$ cat config.mk
export PLATFORM = sky130hd
export DESIGN_NAME = vdp_sprite_render_flat
export DESIGN_NICKNAME = d
export VERILOG_FILES = /design/src/rtl/vdp_sprite_render_if.sv /design/src/rtl/vdp_sprite_render.sv /design/src/flat_wrapper.sv
export SDC_FILE = /design/constraint.sdc
export NUM_CORES = 1
export LEC_CHECK = 0
export BUFFER_PORTS_ARGS = -buffer_cell sky130_fd_sc_hd__buf_2
export CORE_UTILIZATION = 42
export DETAILED_ROUTE_END_ITERATION = 10
export GPL_TIMING_DRIVEN = 0
export PLACE_DENSITY = 0.67
export SKIP_CTS_REPAIR_TIMING = 1
export SLEW_MARGIN = 20
export SYNTH_ARGS = -nofsm -noshare
export SYNTH_HDL_FRONTEND = slang
export SYNTH_SLANG_ARGS = --single-unit
$ cat constraint.sdc
create_clock -name clk -period 8.5 [get_ports clk]
set_input_delay 1.7 -clock clk [delete_from_list [all_inputs] [get_ports clk]]
set_output_delay 1.7 -clock clk [all_outputs]
set_load 0.005 [all_outputs]
$ cat src/rtl/vdp_sprite_render_if.sv
// Purpose: memory-side bundle of the sprite line renderer (hit list, attributes, VRAM, line buffer).
// Latency: n/a (wires only); hit-list and attribute data are expected one cycle after their address.
// Backpressure: VRAM reads are held until vram_data_valid; the line buffer always accepts writes.
// Ports: master = renderer side, slave = memory/environment side.
interface vdp_sprite_render_if;
   logic        restart;
   logic [13:0] vram_base_address;
   logic [13:0] vram_read_address;
   logic [31:0] vram_read_data;
   logic        vram_data_valid;
   logic [7:0]  sprite_meta_address;
   logic [9:0]  character;
   logic [3:0]  palette;
   logic [1:0]  pixel_priority;
   logic [9:0]  target_x;
   logic        flip_x;
   logic [7:0]  hit_list_read_address;
   logic [7:0]  sprite_id;
   logic [3:0]  line_offset;
   logic        width_select;
   logic        hit_list_ended;
   logic [9:0]  line_buffer_write_address;
   logic [12:0] line_buffer_write_data;
   logic        line_buffer_write_en;

   modport master (
      input  restart, vram_base_address, vram_read_data, vram_data_valid,
             character, palette, pixel_priority, target_x, flip_x,
             sprite_id, line_offset, width_select, hit_list_ended,
      output vram_read_address, sprite_meta_address, hit_list_read_address,
             line_buffer_write_address, line_buffer_write_data, line_buffer_write_en
   );

   modport slave (
      output restart, vram_base_address, vram_read_data, vram_data_valid,
             character, palette, pixel_priority, target_x, flip_x,
             sprite_id, line_offset, width_select, hit_list_ended,
      input  vram_read_address, sprite_meta_address, hit_list_read_address,
             line_buffer_write_address, line_buffer_write_data, line_buffer_write_en
   );
endinterface

$ cat src/rtl/vdp_sprite_render.sv
// Purpose: walks the per-line sprite hit list, fetches one VRAM row per 8-px half and blits it to the line buffer.
// Latency: 3 cycles from restart to the first VRAM request; 8 cycles of pixels per fetched word.
// Backpressure: stalls in VRAM_FETCH until vram_data_valid; line-buffer writes are never stalled.
// Ports: clk, reset (sync, active-high); bus = vdp_sprite_render_if.master carrying restart and all memory buses.
module vdp_sprite_render (
   input  logic                       clk,
   input  logic                       reset,
   vdp_sprite_render_if.master        bus
);

   typedef enum logic [2:0] {
      S_IDLE, S_HIT_READ, S_HIT_WAIT, S_META_WAIT, S_VRAM_FETCH, S_BLIT
   } state_t;

   state_t      r_state, w_next;
   logic [7:0]  r_index;
   logic [7:0]  r_sprite_id;
   logic [3:0]  r_line_offset;
   logic        r_width;
   logic [9:0]  r_char;
   logic [3:0]  r_pal;
   logic [1:0]  r_prio;
   logic [9:0]  r_tx;
   logic        r_flip;
   logic        r_half;
   logic [2:0]  r_col;
   logic [31:0] r_data;

   logic [9:0]  w_tile;
   logic [13:0] w_vram_addr;
   logic [2:0]  w_nib;
   logic [3:0]  w_pixel;
   logic [8:0]  w_index_inc;
   logic [13:0] w_vram_out;
   logic [7:0]  w_meta_addr;
   logic [9:0]  w_lb_addr;
   logic [12:0] w_lb_data;
   logic        w_lb_we;

   // Bottom half of a 16-row sprite lives 16 tiles further on; the right half of a
   // 16-px sprite is the next tile, swapped when the sprite is mirrored.
   assign w_tile      = r_char + (r_line_offset[3] ? 10'd16 : 10'd0)
                      + ((r_width && (r_half ^ r_flip)) ? 10'd1 : 10'd0);
   assign w_vram_addr = bus.vram_base_address + {1'b0, w_tile, 3'b000}
                      + {11'd0, r_line_offset[2:0]};
   assign w_nib       = r_flip ? (3'd7 - r_col) : r_col;
   assign w_pixel     = r_data[{w_nib, 2'b00} +: 4];
   // Bit 8 flags that all 256 entries have been processed.
   assign w_index_inc = {1'b0, r_index} + 9'd1;

   always_ff @(posedge clk) begin
      if (reset) r_state <= S_IDLE;
      else       r_state <= w_next;
   end

   always_comb begin
      w_next      = r_state;
      w_vram_out  = 14'd0;
      w_meta_addr = r_sprite_id;
      w_lb_addr   = 10'd0;
      w_lb_data   = 13'd0;
      w_lb_we     = 1'b0;

      if (bus.restart) begin
         w_next = S_HIT_READ;
      end else begin
         case (r_state)
            S_HIT_READ:   w_next = S_HIT_WAIT;
            S_HIT_WAIT:   w_next = bus.hit_list_ended ? S_IDLE : S_META_WAIT;
            S_META_WAIT:  w_next = S_VRAM_FETCH;
            S_VRAM_FETCH: if (bus.vram_data_valid) w_next = S_BLIT;
            S_BLIT: begin
               if (r_col == 3'd7) begin
                  if (r_width && !r_half) w_next = S_VRAM_FETCH;
                  else if (w_index_inc[8]) w_next = S_IDLE;
                  else                     w_next = S_HIT_READ;
               end
            end
            default:      w_next = r_state;
         endcase
      end

      // Outputs follow the current state only; a restart takes effect on the next cycle.
      case (r_state)
         S_HIT_WAIT:   w_meta_addr = bus.sprite_id;
         S_VRAM_FETCH: w_vram_out  = w_vram_addr;
         S_BLIT: begin
            w_lb_addr = r_tx + {6'd0, r_half, r_col};
            w_lb_data = {3'b000, r_prio, r_pal, w_pixel};
            w_lb_we   = (w_pixel != 4'd0);
         end
         default: ;
      endcase
   end

   always_ff @(posedge clk) begin
      if (reset) begin
         r_index       <= 8'd0;
         r_sprite_id   <= 8'd0;
         r_line_offset <= 4'd0;
         r_width       <= 1'b0;
         r_char        <= 10'd0;
         r_pal         <= 4'd0;
         r_prio        <= 2'd0;
         r_tx          <= 10'd0;
         r_flip        <= 1'b0;
         r_half        <= 1'b0;
         r_col         <= 3'd0;
         r_data        <= 32'd0;
      end else if (bus.restart) begin
         r_index <= 8'd0;
         r_half  <= 1'b0;
         r_col   <= 3'd0;
      end else begin
         case (r_state)
            S_HIT_WAIT: begin
               if (!bus.hit_list_ended) begin
                  r_sprite_id   <= bus.sprite_id;
                  r_line_offset <= bus.line_offset;
                  r_width       <= bus.width_select;
               end
            end
            S_META_WAIT: begin
               r_char <= bus.character;
               r_pal  <= bus.palette;
               r_prio <= bus.pixel_priority;
               r_tx   <= bus.target_x;
               r_flip <= bus.flip_x;
               r_half <= 1'b0;
            end
            S_VRAM_FETCH: begin
               if (bus.vram_data_valid) begin
                  r_data <= bus.vram_read_data;
                  r_col  <= 3'd0;
               end
            end
            S_BLIT: begin
               r_col <= r_col + 3'd1;
               if (r_col == 3'd7) begin
                  if (r_width && !r_half) r_half  <= 1'b1;
                  else                    r_index <= w_index_inc[7:0];
               end
            end
            default: ;
         endcase
      end
   end

   assign bus.vram_read_address         = w_vram_out;
   assign bus.sprite_meta_address       = w_meta_addr;
   assign bus.hit_list_read_address     = r_index;
   assign bus.line_buffer_write_address = w_lb_addr;
   assign bus.line_buffer_write_data    = w_lb_data;
   assign bus.line_buffer_write_en      = w_lb_we;

endmodule

$ cat src/flat_wrapper.sv
// flat-port wrapper written by rule: the top's interface ports become plain ports
module vdp_sprite_render_flat 
  (clk, reset, bus_restart, bus_vram_base_address, bus_vram_read_data, bus_vram_data_valid, bus_character, bus_palette, bus_pixel_priority, bus_target_x, bus_flip_x, bus_sprite_id, bus_line_offset, bus_width_select, bus_hit_list_ended, bus_vram_read_address, bus_sprite_meta_address, bus_hit_list_read_address, bus_line_buffer_write_address, bus_line_buffer_write_data, bus_line_buffer_write_en);
  vdp_sprite_render_if bus_i ();
  input  logic clk;
  input  logic reset;
  input wire logic [$bits(bus_i.restart)-1:0] bus_restart;
  input wire logic [$bits(bus_i.vram_base_address)-1:0] bus_vram_base_address;
  input wire logic [$bits(bus_i.vram_read_data)-1:0] bus_vram_read_data;
  input wire logic [$bits(bus_i.vram_data_valid)-1:0] bus_vram_data_valid;
  input wire logic [$bits(bus_i.character)-1:0] bus_character;
  input wire logic [$bits(bus_i.palette)-1:0] bus_palette;
  input wire logic [$bits(bus_i.pixel_priority)-1:0] bus_pixel_priority;
  input wire logic [$bits(bus_i.target_x)-1:0] bus_target_x;
  input wire logic [$bits(bus_i.flip_x)-1:0] bus_flip_x;
  input wire logic [$bits(bus_i.sprite_id)-1:0] bus_sprite_id;
  input wire logic [$bits(bus_i.line_offset)-1:0] bus_line_offset;
  input wire logic [$bits(bus_i.width_select)-1:0] bus_width_select;
  input wire logic [$bits(bus_i.hit_list_ended)-1:0] bus_hit_list_ended;
  output wire logic [$bits(bus_i.vram_read_address)-1:0] bus_vram_read_address;
  output wire logic [$bits(bus_i.sprite_meta_address)-1:0] bus_sprite_meta_address;
  output wire logic [$bits(bus_i.hit_list_read_address)-1:0] bus_hit_list_read_address;
  output wire logic [$bits(bus_i.line_buffer_write_address)-1:0] bus_line_buffer_write_address;
  output wire logic [$bits(bus_i.line_buffer_write_data)-1:0] bus_line_buffer_write_data;
  output wire logic [$bits(bus_i.line_buffer_write_en)-1:0] bus_line_buffer_write_en;
  assign bus_i.restart = bus_restart;
  assign bus_i.vram_base_address = bus_vram_base_address;
  assign bus_i.vram_read_data = bus_vram_read_data;
  assign bus_i.vram_data_valid = bus_vram_data_valid;
  assign bus_i.character = bus_character;
  assign bus_i.palette = bus_palette;
  assign bus_i.pixel_priority = bus_pixel_priority;
  assign bus_i.target_x = bus_target_x;
  assign bus_i.flip_x = bus_flip_x;
  assign bus_i.sprite_id = bus_sprite_id;
  assign bus_i.line_offset = bus_line_offset;
  assign bus_i.width_select = bus_width_select;
  assign bus_i.hit_list_ended = bus_hit_list_ended;
  assign bus_vram_read_address = bus_i.vram_read_address;
  assign bus_sprite_meta_address = bus_i.sprite_meta_address;
  assign bus_hit_list_read_address = bus_i.hit_list_read_address;
  assign bus_line_buffer_write_address = bus_i.line_buffer_write_address;
  assign bus_line_buffer_write_data = bus_i.line_buffer_write_data;
  assign bus_line_buffer_write_en = bus_i.line_buffer_write_en;
  vdp_sprite_render u_core (.clk(clk), .reset(reset), .bus(bus_i));
endmodule
==> results of run 1 <==
state kept, by name, indices dropped and copies added, names as in the netlist:
register / count
u_core.r_flip: 1
u_core.bus.hit_list_read_address: 8
u_core.r_char: 10
u_core.r_line_offset: 4
u_core.r_col: 3
u_core.r_tx: 10
u_core.r_state: 3
u_core.r_pal: 4
u_core.r_width: 1
u_core.r_prio: 2
u_core.r_half: 1
u_core.r_data: 32
u_core.r_sprite_id: 8
kinds of logic (layout without fill, tap and decap cells):
logic type      after synthesis  in the layout  synth area share (%)
simple gates                291            291                 26.56
other cells                   1              3               0.07474
flops                        87             87                 34.71
buf+inv                      46            203                 4.988
fa+ha+maj                    26             26                 6.783
compound gates              153            153                 18.30
xor+xnor                     34             34                 5.935
mux                          11             11                 2.643
stage by stage:
step           setup WS (ns)  utilization, %  cells  cell area (um^2)  total power [mW]
6_report               2.979           54.20    951              6242            0.9016
4_1_cts                2.984           54.20    951              6242            0.9097
5_1_grt                2.872           54.20    951              6242            0.9309
3_3_place_gp           3.018           51.31    935              5909            0.4746
2_1_floorplan          3.419               -    651              5025            0.4459
3_5_place_dp           3.013           51.31    935              5909            0.4760
how the worst max path moves through the flow:
stage	from	slack, ns	to	cells after the start
CTS	bus_vram_base_address[0]	2.98	bus_vram_read_address[12]	10
global route	bus_vram_base_address[0]	2.87	bus_vram_read_address[12]	10
finish	bus_vram_base_address[0]	2.98	bus_vram_read_address[12]	10
global placement	bus_vram_base_address[0]	3.02	bus_vram_read_address[12]	10
detailed placement	bus_vram_base_address[0]	3.01	bus_vram_read_address[12]	10
floorplan	bus_vram_base_address[0]	3.42	bus_vram_read_address[12]	8
final cells by class:
type                    instances  area, um^2  area share [%]
plain buffers                  39       224.0           3.588
flip-flops and latches         87        1742           27.90
clock inverters                 5       80.08           1.283
repair buffers                141       705.7           11.30
inverters                       7       26.28          0.4209
multi-input cells             518        3033           48.59
clock buffers                  11       252.7           4.049
well taps                     143       178.9           2.866
worst max-delay path, stage by stage:
cell	delay [ns]
buf_2	0.10
ha_1	0.22
fa_1	0.42
a21o_1	0.18
a21oi_1	0.28
o211ai_2	0.20
a221oi_1	0.34
xor2_1	0.19
nor2_1	0.05
buf_2	0.14
layout by cell type, fill, tap and decap left out, types with 13 or more instances in the layout:
| cell type | instances |
|---|---|
| a21oi_1 | 91 |
| dfxtp_1 | 87 |
| and2_1 | 13 |
| nand3_1 | 14 |
| nor2_1 | 43 |
| clkbuf_1 | 16 |
| nand2_1 | 173 |
| ha_1 | 24 |
| buf_2 | 152 |
| xor2_1 | 22 |
routing by layer:
metal / track usage (%) / vias to the layer above / part of all wire, %
met2: 35.83 / 129 / 47
li1: - / 2505 / -
met5: 0 / - / 0
met4: 4.775 / 0 / 0.56
met1: 26.72 / 2183 / 46
met3: 4.593 / 9 / 5.9
report_power, final:
part	switching, mW	internal, mW
combinational	0.0292	0.0273
sequential	0.000990	0.409
clock	0.162	0.273
==> results.txt, run 1 <==
Post-synth EDFFs: 0
peak supply drop: 0.00009459 V
initial drt markers: 345
Pwr Density: 144.4 nW/um^2
clock skew: 0.006306 ns
Ports: 145
final slew viol count: 0
reg2reg end: u_core.r_data[17]
mapped cell area: 5017 um^2
# fillers: 1143
die area: 12390 um^2
slew margin rel.: 61.53%
worst reg2reg path depth: 8
fmax: 181.1 MHz
H-tree Lvls: 3
post-DP HPWL: 10110 um
Clock Path Buffers: 2
most frequent cells after synthesis: nand2_1 (173), a21oi_1 (91), dfxtp_1 (87), nor2_1 (43), ha_1 (24)
Detail Route Antenna Nets: 0
Seq/Total Area, Yosys: 34.71%
number of diodes: 0
DR DRC count: 24
worst min-delay path class: flop to flop
fraction of layout cells with a size suffix above 1: 25.62%
clock slew seen by the registers of the worst setup and hold paths: 0.06 ns
area leader, netlist: dfxtp_1
Hold Startpoint: u_core.r_pal[2]
initial antenna violation count: 0
Area contributors post-synth: dfxtp_1 (35%), nand2_1 (13%), a21oi_1 (9.1%)
post-synth cell types: 61
GP Congestion: 0.8395
worst slew pin tran: 0.5730 ns
die height: 111.3 um
area fraction of the dominant cell type after synthesis: 34.71%
CTS tree: done
pin count of the biggest net entering global routing: 15
most numerous cell in the Yosys netlist: nand2_1
Layout Nets: 920
Initial Util: 43.57%
x dimension of the die: 111.3 um
Min Hold Slack: 0.4524 ns
TNS Setup: 0 ns
Worst Hold Endpoint: u_core.r_pal[2]
Core ar.: 11520 um^2
outcome: finished, violations left
Max-cap violations: 0
vias in the first global route: 4665
RSZ-0062 raised after global routing: false
syn_area_per_cell: 7.731 um^2
LEAKAGE: 2.726 nW
Critical Path Start Type: primary input
total track usage: 20.92%
min Tclk post-route: 5.521 ns
root buf cell: clkbuf_16
Pre-antenna DRT Iters: 8
Yosys reg bits: 87
Port Buf Inserts: 141
Layout area overhead: 24.41%
total CTS buffers: 9
Via-to-Cell Ratio: 5.075
WL/cell: 13.54 um
Clock Latency Late Sink: 0.33 ns
cell count after synthesis: 649
flop-to-flop setup slack: 6.54 ns
first-pass GRT wire length: 21130 um
required time of the worst setup path: 6.80 ns
ys flop type: dfxtp_1
CTS Sinks: 87
Worst Setup Path Type: primary input to primary output
failing checks: design-rule violations
row count: 39
Hold Crit Depth: 2
Yosys warning count: 0
Final Cycle Share: 64.96%
Crit Path Max Fanout: 4
CP Data Arrival Time: 3.82 ns
Routed Wire Length: 12880 um
Reg2Reg Launch Point: u_core.r_state[1]
vias: 4826
ys async rst share: 0%
grt ovf: 0
Worst setup EP type: primary output
final setup fails: 0
Fin. Hold Viols: 0
(Power assumes the default switching activity.)
==> inputs of run 2 (changes only) <==
--- a/config.mk
+++ b/config.mk
@@ -9,7 +9,7 @@
 export CORE_UTILIZATION = 42
 export DETAILED_ROUTE_END_ITERATION = 10
 export GPL_TIMING_DRIVEN = 0
-export PLACE_DENSITY = 0.67
+export PLACE_DENSITY = 0.69
 export SKIP_CTS_REPAIR_TIMING = 1
 export SLEW_MARGIN = 20
 export SYNTH_ARGS = -nofsm -noshare
==> constraint.sdc (replaced) <==
create_clock -name clk -period 4.6 [get_ports clk]
set_input_delay 0.92 -clock clk [delete_from_list [all_inputs] [get_ports clk]]
set_output_delay 0.92 -clock clk [all_outputs]
set_load 0.005 [all_outputs]
==> run 2 against run 1 <==
The flow still finishes with violations (design-rule violations). Cell area shrank 0.64%. Sequential share of layout area grew 0.20 points. Worst hold slack worse by 0.0031 ns. Flip-flop and latch count stayed put. Die area did not move. Sequential power grew 85%. Largest power group is now registers. Highest routed layer unchanged.
==> results.txt, run 2 (synthesized netlist as in run 1, its figures left out) <==
outcome: finished, violations left (unchanged)
failing checks: design-rule violations (unchanged)
reg2reg end: u_core.r_data[17] (unchanged)
commonest non-fill, non-tap cell in the layout: nand2_1 (unchanged)
RSZ-0062 raised after global routing: false (unchanged)
Initial Util: 43.57% (unchanged)
first-pass GRT wire length: 21180 um (was 21130 um)
Via-to-Cell Ratio: 5.115 (was 5.075)
DR DRC count: 24 (unchanged)
post-DP HPWL: 10020 um (was 10110 um)
total CTS buffers: 9 (unchanged)
Port Buf Inserts: 141 (unchanged)
placed cell area: 5909 um^2 (unchanged)
root buf cell: clkbuf_16 (unchanged)
Critical Path Start Type: flop (was primary input)
Fin. Hold Viols: 0 (unchanged)
Layout area overhead: 23.62% (was 24.41%)
Core ar.: 11520 um^2 (unchanged)
min Tclk post-route: 4.323 ns
fmax: 231.3 MHz
x dimension of the die: 111.3 um (unchanged)
clock skew: 0.008419 ns (was 0.006306 ns)
worst min-delay path class: flop to flop (unchanged)
worst slew pin tran: 0.5873 ns (was 0.5730 ns)
Hold Crit Depth: 2 (unchanged)
pin count of the biggest net entering global routing: 14 (was 15)
Crit Path Max Fanout: 5 (was 4)
most frequent cells in the layout: nand2_1 (173), buf_2 (152), a21oi_1 (91) (unchanged)
vias in the first global route: 4532 (was 4665)
CTS Sinks: 87 (unchanged)
# fillers: 1155 (was 1143)
Worst setup EP type: primary output (unchanged)
slew margin rel.: 60.57% (was 61.53%)
clock slew seen by the registers of the worst setup and hold paths: 0.06 ns (about the same)
Detail Route Antenna Nets: 0 (unchanged)
CTS tree: done (unchanged)
area of the multi-input gates: 3033 um^2 (unchanged)
initial antenna violation count: 1 (was 0)
biggest regs: u_core.r_data (32), u_core.r_char (10), u_core.r_tx (10) (unchanged)
required time of the worst setup path: 3.68 ns (was 6.80 ns)
LEAKAGE: 2.707 nW (was 2.726 nW)
row count: 39 (unchanged)
Ports: 145 (unchanged)
vias: 4864 (was 4826)
TNS Setup: 0 ns (unchanged)
Final Cycle Share: 93.97%
Worst Setup SP: u_core.r_half (was bus_vram_base_address[0])
total track usage: 21.22% (was 20.92%)
Pre-antenna DRT Iters: 8 (unchanged)
CP Data Arrival Time: 3.40 ns (was 3.82 ns)
Max-cap violations: 0 (unchanged)
initial drt markers: 316 (was 345)
max reg flops: 32 (unchanged)
die height: 111.3 um (unchanged)
design area: 6202 um^2 (was 6242 um^2)
fraction of layout cells with a size suffix above 1: 25.40% (was 25.62%)
Worst setup endpoint: bus_vram_read_address[12] (unchanged)
Reg2Reg Launch Point: u_core.r_state[1] (unchanged)
Largest Register: u_core.r_data (unchanged)
WL/cell: 13.59 um (was 13.54 um)
worst reg2reg path depth: 8 (unchanged)
die area: 12390 um^2 (unchanged)
Routed Wire Length: 12920 um (was 12880 um)
register area: 1743 um^2 (was 1742 um^2)
final setup fails: 0 (unchanged)
Clock Latency Late Sink: 0.34 ns (was 0.33 ns)
Pwr Density: 256.1 nW/um^2 (was 144.4 nW/um^2)
Layout Nets: 919 (was 920)
final slew viol count: 0 (unchanged)
Clock Path Buffers: 2 (unchanged)
GP Congestion: 0.8283 (was 0.8395)
flop-to-flop setup slack: 2.72 ns (was 6.54 ns)
grt ovf: 0 (unchanged)
Worst Setup Path Type: flop to primary output (was primary input to primary output)
H-tree Lvls: 3 (unchanged)
peak supply drop: 0.0001489 V (was 0.00009459 V)
-- run 2: cell types whose count changed in the layout (fill, tap and decap cells not counted), sizes merged --
cell / before / now
clkinvlp: 2 / 1
diode: 0 / 1
clkbuf: 27 / 28
bufinv: 2 / 1
-- run 2: per-layer routing --
layer / track usage, % / up-vias / share of wire (%)
met5: 0 / - / 0
met4: 6.937 / 0 / 1.4
met3: 2.952 / 12 / 4.9
met2: 35.58 / 138 / 45
met1: 28.00 / 2201 / 48
li1: - / 2513 / -
-- run 2: through the flow --
stage / cells / hold slack [ns] / power [mW] / setup WS [ns] / utilization (%)
final: 951 / 0.4493 / 1.588 / 0.2774 / 53.86
after global routing: 951 / 0.4765 / 1.650 / 0.001082 / 53.86
after CTS: 951 / 0.4524 / 1.604 / 0.05169 / 53.86
after detailed placement: 935 / 0.4435 / 0.8802 / 0.4171 / 51.31
after global placement: 935 / 0.4374 / 0.8776 / 0.5103 / 51.31
after floorplan: 651 / 0.4312 / 0.8239 / 0.9353 / -
-- run 2: worst min-delay path by stage --
stage	endpoint	from
finish	u_core.r_pal[1]	u_core.r_pal[1]
global placement	u_core.r_prio[0]	u_core.r_prio[0]
floorplan	u_core.r_data[13]	u_core.r_data[13]
global route	u_core.r_data[3]	u_core.r_data[3]
CTS	u_core.r_prio[0]	u_core.r_prio[0]
detailed placement	u_core.r_prio[0]	u_core.r_prio[0]
-- run 2: layout make-up --
cell class / instances / area share [%]
flip-flops and latches: 87 / 28.10
inverters: 7 / 0.4236
clock inverters: 3 / 0.6859
diodes: 1 / 0.04035
well taps: 143 / 2.885
multi-input cells: 518 / 48.90
repair buffers: 141 / 11.38
clock buffers: 13 / 4.035
plain buffers: 38 / 3.551
-- run 2: report_power, final --
group          internal (mW)  total, mW  switching [mW]  leakage (nW)
Sequential             0.756      0.758         0.00198         0.702
Clock                  0.436      0.725           0.289         0.140
Combinational         0.0505      0.105          0.0546          1.87
Total                   1.24       1.59           0.346          2.71
-- run 2: critical path, cell delays in order, from the launching register on --
cell,delay [ns]
dfxtp_1,0.42
xor2_1,0.15
and2_1,0.13
ha_1,0.20
ha_1,0.23
a21o_1,0.14
nand2_1,0.09
xnor2_1,0.25
ha_1,0.31
a21oi_1,0.12
o21ai_0,0.13
a21o_1,0.20
a221oi_1,0.32
xor2_1,0.20
nor2_1,0.05
buf_2,0.14
